File: src/rtl/mul_sched_pkg.sv
// Shared types and defaults for the round-robin multiplier scheduler.
package mul_sched_pkg;
  typedef enum logic [1:0] {
    IDLE = 2'd0,
    MUL  = 2'd1,
    HOLD = 2'd2
  } state_t;

  localparam int N_DEFAULT = 10;
endpackage

File: src/rtl/mul_rr_scheduler_arbiter.sv
// Combinational round-robin arbiter: first valid index after i_ptr, wrapping.
module rr_arbiter #(
  parameter int  NREQ = 2,
  localparam int IDW  = $clog2(NREQ)
) (
  input  logic [NREQ-1:0] i_valid,
  input  logic [IDW-1:0]  i_ptr,
  output logic [NREQ-1:0] o_grant,
  output logic [IDW-1:0]  o_grant_idx,
  output logic            o_any_grant
);
  int           w_pos;
  logic [IDW-1:0] w_idx;

  always_comb begin
    o_grant     = '0;
    o_grant_idx = '0;
    o_any_grant = 1'b0;
    w_pos       = 0;
    w_idx       = '0;
    for (int k = 1; k <= NREQ; k++) begin
      w_pos = int'(i_ptr) + k;
      if (w_pos >= NREQ) w_pos = w_pos - NREQ;
      w_idx = IDW'(w_pos);
      if (!o_any_grant && i_valid[w_idx]) begin
        o_any_grant    = 1'b1;
        o_grant[w_idx] = 1'b1;
        o_grant_idx    = w_idx;
      end
    end
  end
endmodule

File: src/rtl/mul_rr_scheduler_multiplier.sv
// Combinational radix-4 Booth multiplier; o_carry is the carry out of the
// final (most significant digit) partial-product addition.
module multiplier #(
  parameter int N = 10
) (
  input  logic [N-1:0]   i_a,
  input  logic [N-1:0]   i_b,
  output logic [2*N-1:0] o_product,
  output logic           o_carry
);
  localparam int W = 2 * N;

  logic [W-1:0] w_a1;
  logic [W-1:0] w_a2;
  logic [N:0]   w_b_ext;
  logic [2:0]   w_trip;
  logic [W-1:0] w_pp;
  logic [W:0]   w_sum;
  logic [W-1:0] w_acc;

  assign w_a1    = {{N{i_a[N-1]}}, i_a};
  assign w_a2    = w_a1 << 1;
  assign w_b_ext = {i_b, 1'b0};

  always_comb begin
    w_trip  = '0;
    w_pp    = '0;
    w_sum   = '0;
    w_acc   = '0;
    o_carry = 1'b0;
    for (int i = 0; i < N / 2; i++) begin
      w_trip = w_b_ext[2*i +: 3];
      case (w_trip)
        3'b001, 3'b010: w_pp = w_a1;
        3'b011:         w_pp = w_a2;
        3'b100:         w_pp = -w_a2;
        3'b101, 3'b110: w_pp = -w_a1;
        default:        w_pp = '0;
      endcase
      w_pp    = w_pp << (2 * i);
      w_sum   = {1'b0, w_acc} + {1'b0, w_pp};
      w_acc   = w_sum[W-1:0];
      o_carry = w_sum[W];
    end
    o_product = w_acc;
  end
endmodule

File: src/rtl/mul_rr_scheduler.sv
// Shares one Booth multiplier between NREQ requesters, round-robin, with a
// registered operand stage and a one-entry valid/ready response buffer.
module mul_rr_scheduler
  import mul_sched_pkg::*;
#(
  parameter int  N    = N_DEFAULT,
  parameter int  NREQ = 2,
  localparam int IDW  = $clog2(NREQ)
) (
  input  logic                    clk,
  input  logic                    rst,
  input  logic [NREQ-1:0]         req_valid,
  output logic [NREQ-1:0]         req_ready,
  input  logic [NREQ-1:0][N-1:0]  req_a,
  input  logic [NREQ-1:0][N-1:0]  req_b,
  output logic                    rsp_valid,
  input  logic                    rsp_ready,
  output logic [2*N-1:0]          rsp_result,
  output logic                    rsp_carry,
  output logic [IDW-1:0]          rsp_id,
  output logic                    busy
);
  state_t         r_state;
  logic [IDW-1:0] r_rr_ptr;
  logic [IDW-1:0] r_id;
  logic [N-1:0]   r_op_a;
  logic [N-1:0]   r_op_b;

  logic [NREQ-1:0] w_grant;
  logic [IDW-1:0]  w_grant_idx;
  logic            w_any_grant;
  logic            w_can_accept;
  logic            w_accept;
  logic [2*N-1:0]  w_product;
  logic            w_carry;

  rr_arbiter #(.NREQ(NREQ)) u_arb (
    .i_valid     (req_valid),
    .i_ptr       (r_rr_ptr),
    .o_grant     (w_grant),
    .o_grant_idx (w_grant_idx),
    .o_any_grant (w_any_grant)
  );

  multiplier #(.N(N)) u_mul (
    .i_a       (r_op_a),
    .i_b       (r_op_b),
    .o_product (w_product),
    .o_carry   (w_carry)
  );

  // Valid/ready: a transfer happens on an edge where both are high; the
  // producer holds valid and data stable until then, and the response
  // buffer likewise holds rsp_* stable until rsp_ready.
  assign w_can_accept = !rst && ((r_state == IDLE) || (r_state == HOLD && rsp_ready));
  assign req_ready    = w_can_accept ? w_grant : '0;
  assign w_accept     = w_can_accept && w_any_grant;
  assign busy         = (r_state != IDLE);

  always_ff @(posedge clk or posedge rst) begin
    if (rst) begin
      r_state    <= IDLE;
      r_rr_ptr   <= IDW'(NREQ - 1);
      r_id       <= '0;
      r_op_a     <= '0;
      r_op_b     <= '0;
      rsp_valid  <= 1'b0;
      rsp_result <= '0;
      rsp_carry  <= 1'b0;
      rsp_id     <= '0;
    end else begin
      case (r_state)
        IDLE: begin
          if (w_accept) begin
            r_op_a   <= req_a[w_grant_idx];
            r_op_b   <= req_b[w_grant_idx];
            r_id     <= w_grant_idx;
            r_rr_ptr <= w_grant_idx;
            r_state  <= MUL;
          end
        end
        MUL: begin
          rsp_result <= w_product;
          rsp_carry  <= w_carry;
          rsp_id     <= r_id;
          rsp_valid  <= 1'b1;
          r_state    <= HOLD;
        end
        HOLD: begin
          if (rsp_ready) begin
            rsp_valid <= 1'b0;
            if (w_accept) begin
              r_op_a   <= req_a[w_grant_idx];
              r_op_b   <= req_b[w_grant_idx];
              r_id     <= w_grant_idx;
              r_rr_ptr <= w_grant_idx;
              r_state  <= MUL;
            end else begin
              r_state <= IDLE;
            end
          end
        end
        default: r_state <= IDLE;
      endcase
    end
  end
endmodule

File: config.mk
export PLATFORM = sky130hd
export DESIGN_NAME = mul_rr_scheduler
export DESIGN_NICKNAME = d
export VERILOG_FILES = /design/src/rtl/mul_sched_pkg.sv /design/src/rtl/mul_rr_scheduler_arbiter.sv /design/src/rtl/mul_rr_scheduler_multiplier.sv /design/src/rtl/mul_rr_scheduler.sv
export SDC_FILE = /design/constraint.sdc
export NUM_CORES = 1
export LEC_CHECK = 0
export CORE_UTILIZATION = 40
export DETAILED_ROUTE_END_ITERATION = 10
export GPL_ROUTABILITY_DRIVEN = 0
export SYNTH_ARGS = -nofsm -noshare
export SYNTH_HDL_FRONTEND = slang
export SYNTH_HIERARCHICAL = 1
export SYNTH_SLANG_ARGS = --single-unit
File: constraint.sdc
create_clock -name clk -period 6.31 [get_ports clk]
set_input_delay 1.262 -clock clk [delete_from_list [all_inputs] [get_ports clk]]
set_output_delay 1.262 -clock clk [all_outputs]
set_load 0.005 [all_outputs]
== After elaboration in Yosys (flattened, before gate mapping) ==
Cells that the tools add are included.

* Bits in writable memories: 0
* Memory bits (read-only): 0
* Memories kept: 0
* Output and inout port bits: 26
* Bits in registers: 47
* Latch bits: 0
* Logic and storage cells: 126

* Equal/unequal tests: 31
* Divide/modulo/power cells: 0
* Mux-type cells: 44
* Multipliers: 0
* Bitwise logic cells: 1
* Shift-type cells: 0
* Reduce and logical (&&, ||, !) cells: 24
* Add/subtract/negate cells: 10
* Order comparisons: 7

{| class="wikitable"
|+ Operators by type and width
! operator !! number
|-
| 2-to-1 mux 10 bit || 8
|-
| one-hot mux 18 bit (4 select lines) || 1
|-
| one-hot mux 16 bit (4 select lines) || 1
|-
| adder 20 bit || 3
|-
| one-hot mux 20 bit (3 select lines) || 1
|-
| one-hot mux 14 bit (4 select lines) || 1
|-
| one-hot mux 12 bit (4 select lines) || 1
|-
| negator 20 bit || 2
|-
| one-hot mux 10 bit (2 select lines) || 2
|-
| equality test 3 bit (second input constant) || 12
|-
| equality test 3 x 2 -> 1 bit (second input constant) || 8
|-
| adder 20 x 20 -> 21 bit || 1
|-
| 2-to-1 mux 1 bit || 18
|-
| OR reduction 2 bit || 8
|-
| equality test 3 x 1 -> 1 bit (second input constant) || 4
|-
| 2-to-1 mux 2 bit || 5
|-
| equality test 2 bit (second input constant) || 3
|-
| logical AND 1 bit || 6
|-
| less-than comparator 1 x 2 -> 1 bit (second input constant) || 3
|-
| one-hot mux 1 bit (2 select lines) || 3
|-
| one-hot mux 2 bit (3 select lines) || 1
|-
| AND reduction 2 bit || 3
|-
| nonzero test 2 bit || 3
|-
| equality test 2 x 1 -> 1 bit (second input constant) || 2
|-
| other kinds (12) || 17
|}

== Logic depth before layout (Yosys ltp) ==
Gate-level depths: netlist of the first run.

* Word-level depth: 14
* Mapped depth: 31

== Modules after synthesis ==
The synthesis of the first run kept the hierarchy.

{| class="wikitable"
|+ By module, submodules not included
! module !! area an instance (um^2) !! sequential area each (um^2) !! cells each !! times used
|-
| multiplier || 4526.8 || 0.0 || 672 || 1
|-
| mul_rr_scheduler || 2213.4 || 1177.4 || 132 || 1
|-
| rr_arbiter || 32.5 || 0.0 || 5 || 1
|}

== Worst setup path after synthesis of the first run ==
Ideal clock, no wire load.

* Path kind: register to register
* Start: register r_op_a[1]
* End: register rsp_carry
* Arrival: 6.375 ns
* Path buffers: 3
* Path slack: -0.190 ns
* Data required time: 6.185 ns
* Cell stages (with the launch flop): 31
* Path through: dfrtp_1 -> clkbuf_1 -> inv_1 -> ha_1 -> or3b_2 -> clkbuf_1 -> or3_1 -> clkbuf_1 -> xnor2_2 -> nor2_1 -> a21oi_1 -> o21ai_0 -> fa_1 -> inv_1 -> fa_1 -> inv_1 -> ha_1 -> a21oi_1 -> o21bai_1 -> a211oi_1 -> nor2_1 -> a21oi_1 -> xnor2_1 -> ha_1 -> inv_1 -> o21bai_1 -> a21oi_1 -> o21ai_0 -> a221oi_1 -> a21oi_1 -> mux2_4

* Longest elaborated chain between the ends: 6

{| class="wikitable"
|+ RTL lines
! element !! RTL line !! source
|-
| from (decl) || mul_rr_scheduler.sv:26 || <nowiki>logic [N-1:0] r_op_a;</nowiki>
|-
| from (signal assigned) || mul_rr_scheduler.sv:75 || <nowiki>r_op_a <= req_a[w_grant_idx];</nowiki>
|-
| from (signal assigned) || mul_rr_scheduler.sv:93 || <nowiki>r_op_a <= req_a[w_grant_idx];</nowiki>
|-
| negator 20 bit (on tied branches) || mul_rr_scheduler_multiplier.sv:37, mul_rr_scheduler_multiplier.sv:36 ||
|-
| one-hot mux 18 bit (4 select lines) / one-hot mux 20 bit (3 select lines) (equally long branches) || mul_rr_scheduler_multiplier.sv:33 || <nowiki>case (w_trip)</nowiki>
|-
| adder 20 bit (3 in series) || mul_rr_scheduler_multiplier.sv:41 || <nowiki>w_sum = {1'b0, w_acc} + {1'b0, w_pp};</nowiki>
|-
| adder 20 x 20 -> 21 bit (*) || mul_rr_scheduler_multiplier.sv:41 ||
|-
| net w_carry || mul_rr_scheduler.sv:35 || <nowiki>logic w_carry;</nowiki>
|-
| to (signal assigned) || mul_rr_scheduler.sv:84 || <nowiki>rsp_carry <= w_carry;</nowiki>
|-
| to (decl) || mul_rr_scheduler.sv:19 || <nowiki>output logic rsp_carry,</nowiki>
|}

Mark *: on every way through the listed nets, which the timed path passes. The rest lies on a longest branch.
A chain may end at the register's enable or synchronous reset.

== Worst setup path after layout of the first run ==
Ends and elaborated chain as after synthesis.

==> summary.txt, run 1 <==
Critical Path Slowest Stage Cell = or4_4
Synth area leader = dfrtp_1
Status = complete, no violations
Final hold slack = 510 ps
Hold path depth = 1
Final worst-path cycle share = 0.961
Maximum root-to-sink buffer count = 2
Area of all placed cells without fillers = 0.00829 mm2
Antenna fix cells = 0
Syn_nets = 917
Worst path bufs/invs = 4
CTS tree = built
Total number of vias = 6,343
DP HPWL = 14,900 um
Delay of the slowest critical-path stage = 580 ps
Reg2Reg Depth = 25
Initial antenna violation count = 0
GRT Util Overall = 0.224
TritonRoute pass-1 iters = 5
Hold buffer count at CTS = 0
Total congestion overflow = 0
Finish-stage setup viols = 0
Vias per cell = 5.69
Yosys top cell area share = 0.170
Area growth from synthesis to layout = 22.4%
Core box area = 0.0166 mm2
Worst-path clk slew = 70 ps
Routed length per placed instance = 17.5 um
Count leader, synth = nand2_1
Top cells by count, synth = nand2_1, inv_1, o21ai_0, nor2_1, a21oi_1
Row count = 47
Fraction of layout instances using a drive strength above 1 = 0.212
Post-Route Skew = 12.8 ps
Max-cap violations = 0
Starting Density = 0.408
Cell area after synthesis = 0.00677 mm2
Die span in y = 132 um
Netlist cell types = 73
Pre-CTS setup slack = 84.8 ps
# DRC = 0
Worst-margin pin slew = 1140 ps
Clock Latency Late Sink = 310 ps
Vias in the first global route = 5,941
CTS buffer count = 5
Worst EP arrival = 6260 ps
Clock root cell = clkbuf_16
H-Tree Depth = 2
I/O Pins = 71
Synth area leaders = dfrtp_1, fa_1, mux2_4
Crit Path Class = flop to flop
Routed WL = 19,500 um
Worst rel slew slack = 0.238
Die Wd = 132 um
Synthesis-stage register bit count = 47
Post-synth EDFFs = 0
Sequential area share after synthesis = 0.174
YS warnings = 6
Post-route minimum period = 6070 ps
CP Max Fanout = 10
Critical Path Stages = 25
Fraction of registers with async set/reset = 1.00
Synth Instances = 809
Syn_area_per_cell = 8.37 um2
Worst setup margin = 244 ps
Top FF cell, synth = dfrtp_1
Fmax = 165 MHz
Antenna-violating nets left = 0
Crit end category = flop
Area post-placement = 0.00792 mm2
WP data required = 6500 ps
Full die area = 0.0175 mm2
Number of DRC markers in iteration 0 = 566
First-pass GRT wire length = 31,200 um
I/O Buffers = 70
Final Util = 0.500
# nets final = 1,002
Slew Viols, Final = 0
Fin. Hold Viols = 0
Startpoint Class = flop
Most used cell, CP = a21oi_1
Largest net degree at the start of global routing = 48
Filler cells = 1,610
Min-Delay Path Class = flop to flop
Clock sinks = 47
Crit-path leading delay family = adder cells
state kept, by name (all words and copies together), names as in the netlist:
| name | flops |
|---|---|
| rsp_carry | 1 |
| r_op_a | 10 |
| rsp_id | 1 |
| r_rr_ptr | 1 |
| rsp_valid | 1 |
| r_id | 1 |
| rsp_result | 20 |
| r_op_b | 10 |
| r_state | 2 |
routing by layer:
layer / routed length, um / up-vias / global-route usage / share of wire
li1: - / 3018 / - / -
met1: 8800 / 2980 / 0.312 / 0.45
met2: 8850 / 316 / 0.358 / 0.45
met3: 1410 / 29 / 0.0319 / 0.073
met4: 416 / 0 / 0.0698 / 0.021
met5: 0 / - / 0 / 0
cell type report:
cell class                 instances  area [um2]  share of cell area
clock buffer                       6         129              0.0156
clock inverter                     2        16.3             0.00196
inverter                          71         269              0.0325
multi-input combinational        629        5190               0.626
sequential                        47        1180               0.142
tap                              220         275              0.0332
timing repair buffer             140        1230               0.148
per-stage QoR:
step           cells  TNS (ps)
2_1_floorplan    809         0
3_3_place_gp    1097         0
3_5_place_dp    1097         0
4_1_cts         1105         0
5_1_grt         1115     -3.27
6_report        1115         0
cells by family after synthesis:
kind of cell / count (synthesis) / share of synthesized area
compound gates: 227 / 0.224
xor+xnor: 58 / 0.0761
fa+ha+maj: 63 / 0.150
buf+inv: 133 / 0.0841
flops: 47 / 0.174
mux: 79 / 0.151
simple gates: 202 / 0.142
repair_timing:
action | in CTS | in global routing
hold endpoints to repair | 0 | 0
buffers inserted | 0 | 10
endpoints found under the setup margin | 0 | 6
gates resized for setup | 0 | 32
path summary, 6_finish.rpt:
check,start,to,slack [ps]
max in group asynchronous,rst,rsp_carry$_DFFE_PP0P_,4150
min reg2reg,rsp_result[8]$_DFFE_PP0P_,rsp_result[8]$_DFFE_PP0P_,510
min in group asynchronous,rst,rsp_result[1]$_DFFE_PP0P_,1540
max reg2reg,r_op_a[1]$_DFFE_PP0P_,rsp_carry$_DFFE_PP0P_,240
max,r_op_a[1]$_DFFE_PP0P_,rsp_carry$_DFFE_PP0P_,240
min,rsp_result[8]$_DFFE_PP0P_,rsp_result[8]$_DFFE_PP0P_,510
placed cells by master (no fill, tap or decap), types with 8 or more instances in the layout:
cell             count
a21o_1               8
a21oi_1             47
a221oi_1            18
a22oi_1              8
buf_4               69
clkdlybuf4s50_1     70
dfrtp_1             46
fa_1                30
ha_1                31
inv_1               66
mux2_2              30
mux2_4              38
mux2i_1             10
nand2_1             78
nor2_1              52
o21ai_0             51
o221ai_1            12
o22ai_1             11
xnor2_1             37
xor2_1              19
Power of run 1 is left out: the tool's default activity adds up to more than one toggle a clock period on the data nets, which glitch-free logic cannot reach.
==> inputs of run 2 (changes only) <==
Settings changed: ABC_AREA from default to 1.
==> summary.txt, run 2 <==
Status = complete, no violations
Total number of vias = 5,776
Routed length per placed instance = 15.3 um
GRT Util Overall = 0.231
Critical R2R Capture = rsp_result[17]$_DFFE_PP0P_
Count leader, synth = nand2_1
Fraction of registers with async set/reset = 1.00
Vias in the first global route = 5,726
Delay of the slowest critical-path stage = 530 ps
Post-Route Skew = 12.2 ps
Critical Path Slowest Stage Cell = fa_1
Crit end category = flop
Area post-placement = 0.00670 mm2
Starting Density = 0.409
Post-route setup TNS = 0 ps
Syn_nets = 958
Area growth from synthesis to layout = 15.2%
Die Wd = 124 um
Yosys top cell area share = 0.194
YS warnings = 6
Most frequent cells in the layout = nand2_1, inv_1, clkdlybuf4s50_1, dfrtp_1, nor2_1
Clock Latency Late Sink = 290 ps
Number of DRC markers in iteration 0 = 374
Launching point of the worst reg2reg path = r_op_a[0]$_DFFE_PP0P_
First-pass GRT wire length = 27,500 um
Sequential area share after synthesis = 0.198
Top cells by count, synth = nand2_1, inv_1, dfrtp_1, nor2_1, nand3_1
Finish-stage setup viols = 0
Commonest non-fill, non-tap cell in the layout = nand2_1
Post-route minimum period = 5890 ps
Most used cell, CP = nand2_1
Clock sinks = 47
Slew Viols, Final = 0
Hold Path Sink = rsp_result[15]$_DFFE_PP0P_
Cell area after synthesis = 0.00594 mm2
Post-Synth Simple-Gate Area = 0.314
TritonRoute pass-1 iters = 5
Crit Path Class = flop to flop
Fraction of layout instances using a drive strength above 1 = 0.0851
Full die area = 0.0153 mm2
Worst-path clk slew = 60 ps
Worst-margin pin slew = 1100 ps
Maximum root-to-sink buffer count = 2
Reg-to-reg slack, setup = 420 ps
Die span in y = 124 um
I/O Pins = 71
Fin. Hold Viols = 0
Mux cell area share after synthesis = 0
Row count = 44
Synth area leader = dfrtp_1
Area of all placed cells without fillers = 0.00684 mm2
Initial antenna violation count = 0
Min-Delay Path Class = flop to flop
CTS buffer count = 5
# DRC = 0
Synth area leaders = dfrtp_1, nand2_1, fa_1
DP HPWL = 13,100 um
Final worst-path cycle share = 0.934
Max-cap violations = 0
Largest net degree at the start of global routing = 48
Post-synth EDFFs = 0
Routed WL = 16,700 um
CP Max Fanout = 9
Synth Instances = 850
Top FF cell, synth = dfrtp_1
CTS tree = built
Biggest regs = rsp_result x20, r_op_a x10, r_op_b x10
Antenna-violating nets left = 0
Post-synthesis xor/xnor area fraction = 0.0369
Main combinational cell family by area after synthesis = simple AND/OR/NAND/NOR gates
# nets final = 1,012
Hold buffer count at CTS = 0
RSZ-0062 raised after global routing = no
Total congestion overflow = 0
Hold Crit Start = rsp_result[15]$_DFFE_PP0P_
Netlist cell types = 44
Filler cells = 1,534
Reg with most FFs = rsp_result
Reg2Reg Depth = 29
Setup bufs post-CTS = 0
Post-synthesis compound-gate area fraction = 0.165
Fmax = 170 MHz
Adder-Cell Fraction of Synth Area = 0.171
Max reg flops = 20
Vias per cell = 5.30
Antenna fix cells = 0
Synthesis-stage register bit count = 47
I/O Buffers = 70
WP data required = 6530 ps
Worst rel slew slack = 0.265
Core box area = 0.0145 mm2
H-Tree Depth = 2
Hold path depth = 2
Clock root cell = clkbuf_16
Worst EP arrival = 6120 ps
Syn_area_per_cell = 6.99 um2
Startpoint Class = flop
## run 2: critical path, delay by kind of cell, from the launching register on
| kind | cells | cell delay, ps |
|---|---|---|
| AOI/OAI and AO/OA | 10 | 1990 |
| adders and majority gates | 5 | 1870 |
| and+or+nand+nor | 8 | 810 |
| DFF | 1 | 460 |
| buffers and inverters | 4 | 390 |
| xor gates and xnor gates | 2 | 320 |
## run 2: logic make-up (layout without fill, tap and decap cells)
| family | after synthesis | after routing |
|---|---|---|
| simple gates | 407 | 407 |
| xor+xnor | 25 | 25 |
| compound gates | 154 | 154 |
| buf+inv | 154 | 209 |
| fa+ha+maj | 63 | 63 |
| flops | 47 | 47 |
## run 2: worst max path at each step
stage | startpoint | end | slack, ps | depth (start not counted)
floorplan | r_op_a[0]$_DFFE_PP0P_ | rsp_carry$_DFFE_PP0P_ | 1180 | 29
global placement | r_op_a[0]$_DFFE_PP0P_ | rsp_carry$_DFFE_PP0P_ | 480 | 30
detailed placement | r_op_a[0]$_DFFE_PP0P_ | rsp_carry$_DFFE_PP0P_ | 410 | 30
CTS | r_op_a[0]$_DFFE_PP0P_ | rsp_carry$_DFFE_PP0P_ | 380 | 30
global route | r_op_a[0]$_DFFE_PP0P_ | rsp_carry$_DFFE_PP0P_ | 20 | 30
finish | r_op_a[0]$_DFFE_PP0P_ | rsp_result[17]$_DFFE_PP0P_ | 420 | 29
## run 2: per-stage QoR
stage,instances,worst slack [ps],hold WS [ps],util
finish,1089,415,465,0.471
global route,1089,15.1,492,0.471
CTS,1089,384,472,0.471
detailed placement,1081,414,457,0.461
global placement,1081,478,452,0.461
floorplan,850,1180,455,-
## run 2: layout make-up
cell class | count | area (um2) | share of cell area
Multi-Input combinational cell | 649 | 4080 | 0.596
Tap cell | 184 | 230 | 0.0336
Timing Repair Buffer | 75 | 738 | 0.108
Sequential cell | 47 | 1180 | 0.172
Clock inverter | 1 | 7.51 | 0.00110
Clock buffer | 7 | 133 | 0.0194
Inverter | 126 | 479 | 0.0700
## run 2: timing repair
action                                 4_1_cts  5_1_grt
setup endpoints to repair                    0        3
endpoints found under the hold margin        0        0
resized for setup                            0        3
## run 2: routing by layer
layer,vias to the layer above,part of all wire,track usage
li1,2891,-,-
met4,0,0.033,0.0941
met5,-,0,0
met3,52,0.081,0.0449
met2,266,0.45,0.377
met1,2567,0.43,0.298
Power of run 2 is left out for the same reason.
==> inputs of run 3 (changes only) <==
Clock period 6.31 ns to 5.5 ns, I/O delays scaled along.
==> summary.txt, run 3 (same netlist as run 2, synthesis figures left out) <==
Status = complete, no violations
Slew Viols, Final = 0
Critical Path Slowest Stage Cell = fa_1
Worst rel slew slack = 0.299
Most frequent cells in the layout = nand2_1, inv_1, clkdlybuf4s50_1, dfrtp_1, buf_4
Worst-path clk slew = 60 ps
Worst EP arrival = 5390 ps
Fin. Hold Viols = 0
Filler cells = 1,533
Biggest regs = rsp_result x20, r_op_a x10, r_op_b x10
Initial antenna violation count = 0
Clock root cell = clkbuf_16
Die Wd = 124 um
Fraction of layout instances using a drive strength above 1 = 0.152
Total number of vias = 5,920
First-pass GRT wire length = 28,400 um
# nets final = 1,050
# DRC = 0
Maximum root-to-sink buffer count = 2
Delay of the slowest critical-path stage = 540 ps
Row count = 44
CP Max Fanout = 7
CTS tree = built
Min-Delay Path Class = flop to flop
Largest net degree at the start of global routing = 48
Crit end category = flop
Finish-stage setup viols = 0
Reg with most FFs = rsp_result
Final worst-path cycle share = 0.937
H-Tree Depth = 2
CTS buffer count = 5
Max-cap violations = 0
Vias per cell = 5.26
I/O Pins = 71
Startpoint Class = flop
Routed WL = 17,200 um
Post-route minimum period = 5150 ps
Commonest non-fill, non-tap cell in the layout = nand2_1
Core box area = 0.0145 mm2
Antenna fix cells = 0
Hold Crit Start = rsp_result[14]$_DFFE_PP0P_
DP HPWL = 13,700 um
Most used cell, CP = nand2_1
GRT Util Overall = 0.239
Crit Path Class = flop to flop
Routed length per placed instance = 15.3 um
Full die area = 0.0153 mm2
I/O Buffers = 70
Antenna-violating nets left = 0
Starting Density = 0.409
Worst-margin pin slew = 1050 ps
Die span in y = 124 um
TritonRoute pass-1 iters = 9
WP data required = 5740 ps
Total congestion overflow = 0
Clock sinks = 47
Number of DRC markers in iteration 0 = 570
Crit path launch = r_op_a[1]$_DFFE_PP0P_
Launching point of the worst reg2reg path = r_op_a[1]$_DFFE_PP0P_
Post-Route Skew = 5.01 ps
Post-route setup TNS = 0 ps
Area growth from synthesis to layout = 22.6%
Clock Latency Late Sink = 300 ps
Vias in the first global route = 5,797
Fmax = 194 MHz
Max reg flops = 20
run 3: cell types whose count changed in the layout (fill, tap and decap cells not counted), moves of 3 or more:
cell,previous run,this run
ha_1,33,28
nand2_2,15,18
nor2_1,44,39
buf_4,5,43
a21oi_2,0,5
o21ai_1,4,11
ha_4,0,3
a21oi_1,40,35
nor2_4,8,11
nand2_1,263,260
o21ai_0,36,28
run 3: final cells by class:
cell class	instances	area (um2)	area share
clock buffer	5	125	0.0172
clock inverter	2	37.5	0.00516
inverter	126	479	0.0658
multi-input combinational	649	4210	0.578
sequential	47	1180	0.162
tap	184	230	0.0316
timing repair buffer	113	1020	0.141
run 3: layer usage:
metal / part of all wire / wire [um] / vias to the layer above / track usage
li1: - / - / 2967 / -
met1: 0.43 / 7450 / 2657 / 0.294
met2: 0.47 / 8020 / 246 / 0.404
met3: 0.068 / 1170 / 50 / 0.0508
met4: 0.033 / 568 / 0 / 0.102
met5: 0 / 0 / - / 0
run 3: path summary, 6_finish.rpt:
kind	slack, ps	cells past startpoint	to
setup / recovery	350	30	rsp_carry$_DFFE_PP0P_
hold / removal	470	2	rsp_result[14]$_DFFE_PP0P_
setup reg to reg	350	30	rsp_carry$_DFFE_PP0P_
hold reg to reg	470	2	rsp_result[14]$_DFFE_PP0P_
max in group asynchronous	3750	3	rsp_result[16]$_DFFE_PP0P_
min in group asynchronous	1350	3	rsp_id$_DFFE_PP0P_
run 3: repair_timing:
item,CTS,global route
endpoints found under the setup margin,0,8
hold buffers,0,0
buffers inserted,0,4
resized for setup,0,43
endpoints found under the hold margin,0,0
run 3: per-stage QoR:
step                      setup slack (ps)   util  hold slack, ps  cells  area [um2]
after floorplan                        372      -             455    850        5940
after global placement                 100  0.479             453   1115        6960
after detailed placement              39.2  0.479             458   1115        6960
after CTS                             19.1  0.490             473   1122        7120
after global routing                 -63.6  0.501             495   1126        7280
final                                  346  0.501             466   1126        7280
run 3: critical path: cells and delay by family, from the launching register on:
family / cells / cell delay (ps)
and+or+nand+nor: 11 / 1060
buffers and inverters: 4 / 260
AOI/OAI and AO/OA: 9 / 1270
adders and majority gates: 5 / 1940
DFF: 1 / 400
xor gates and xnor gates: 1 / 150
Power of run 3 is left out for the same reason.
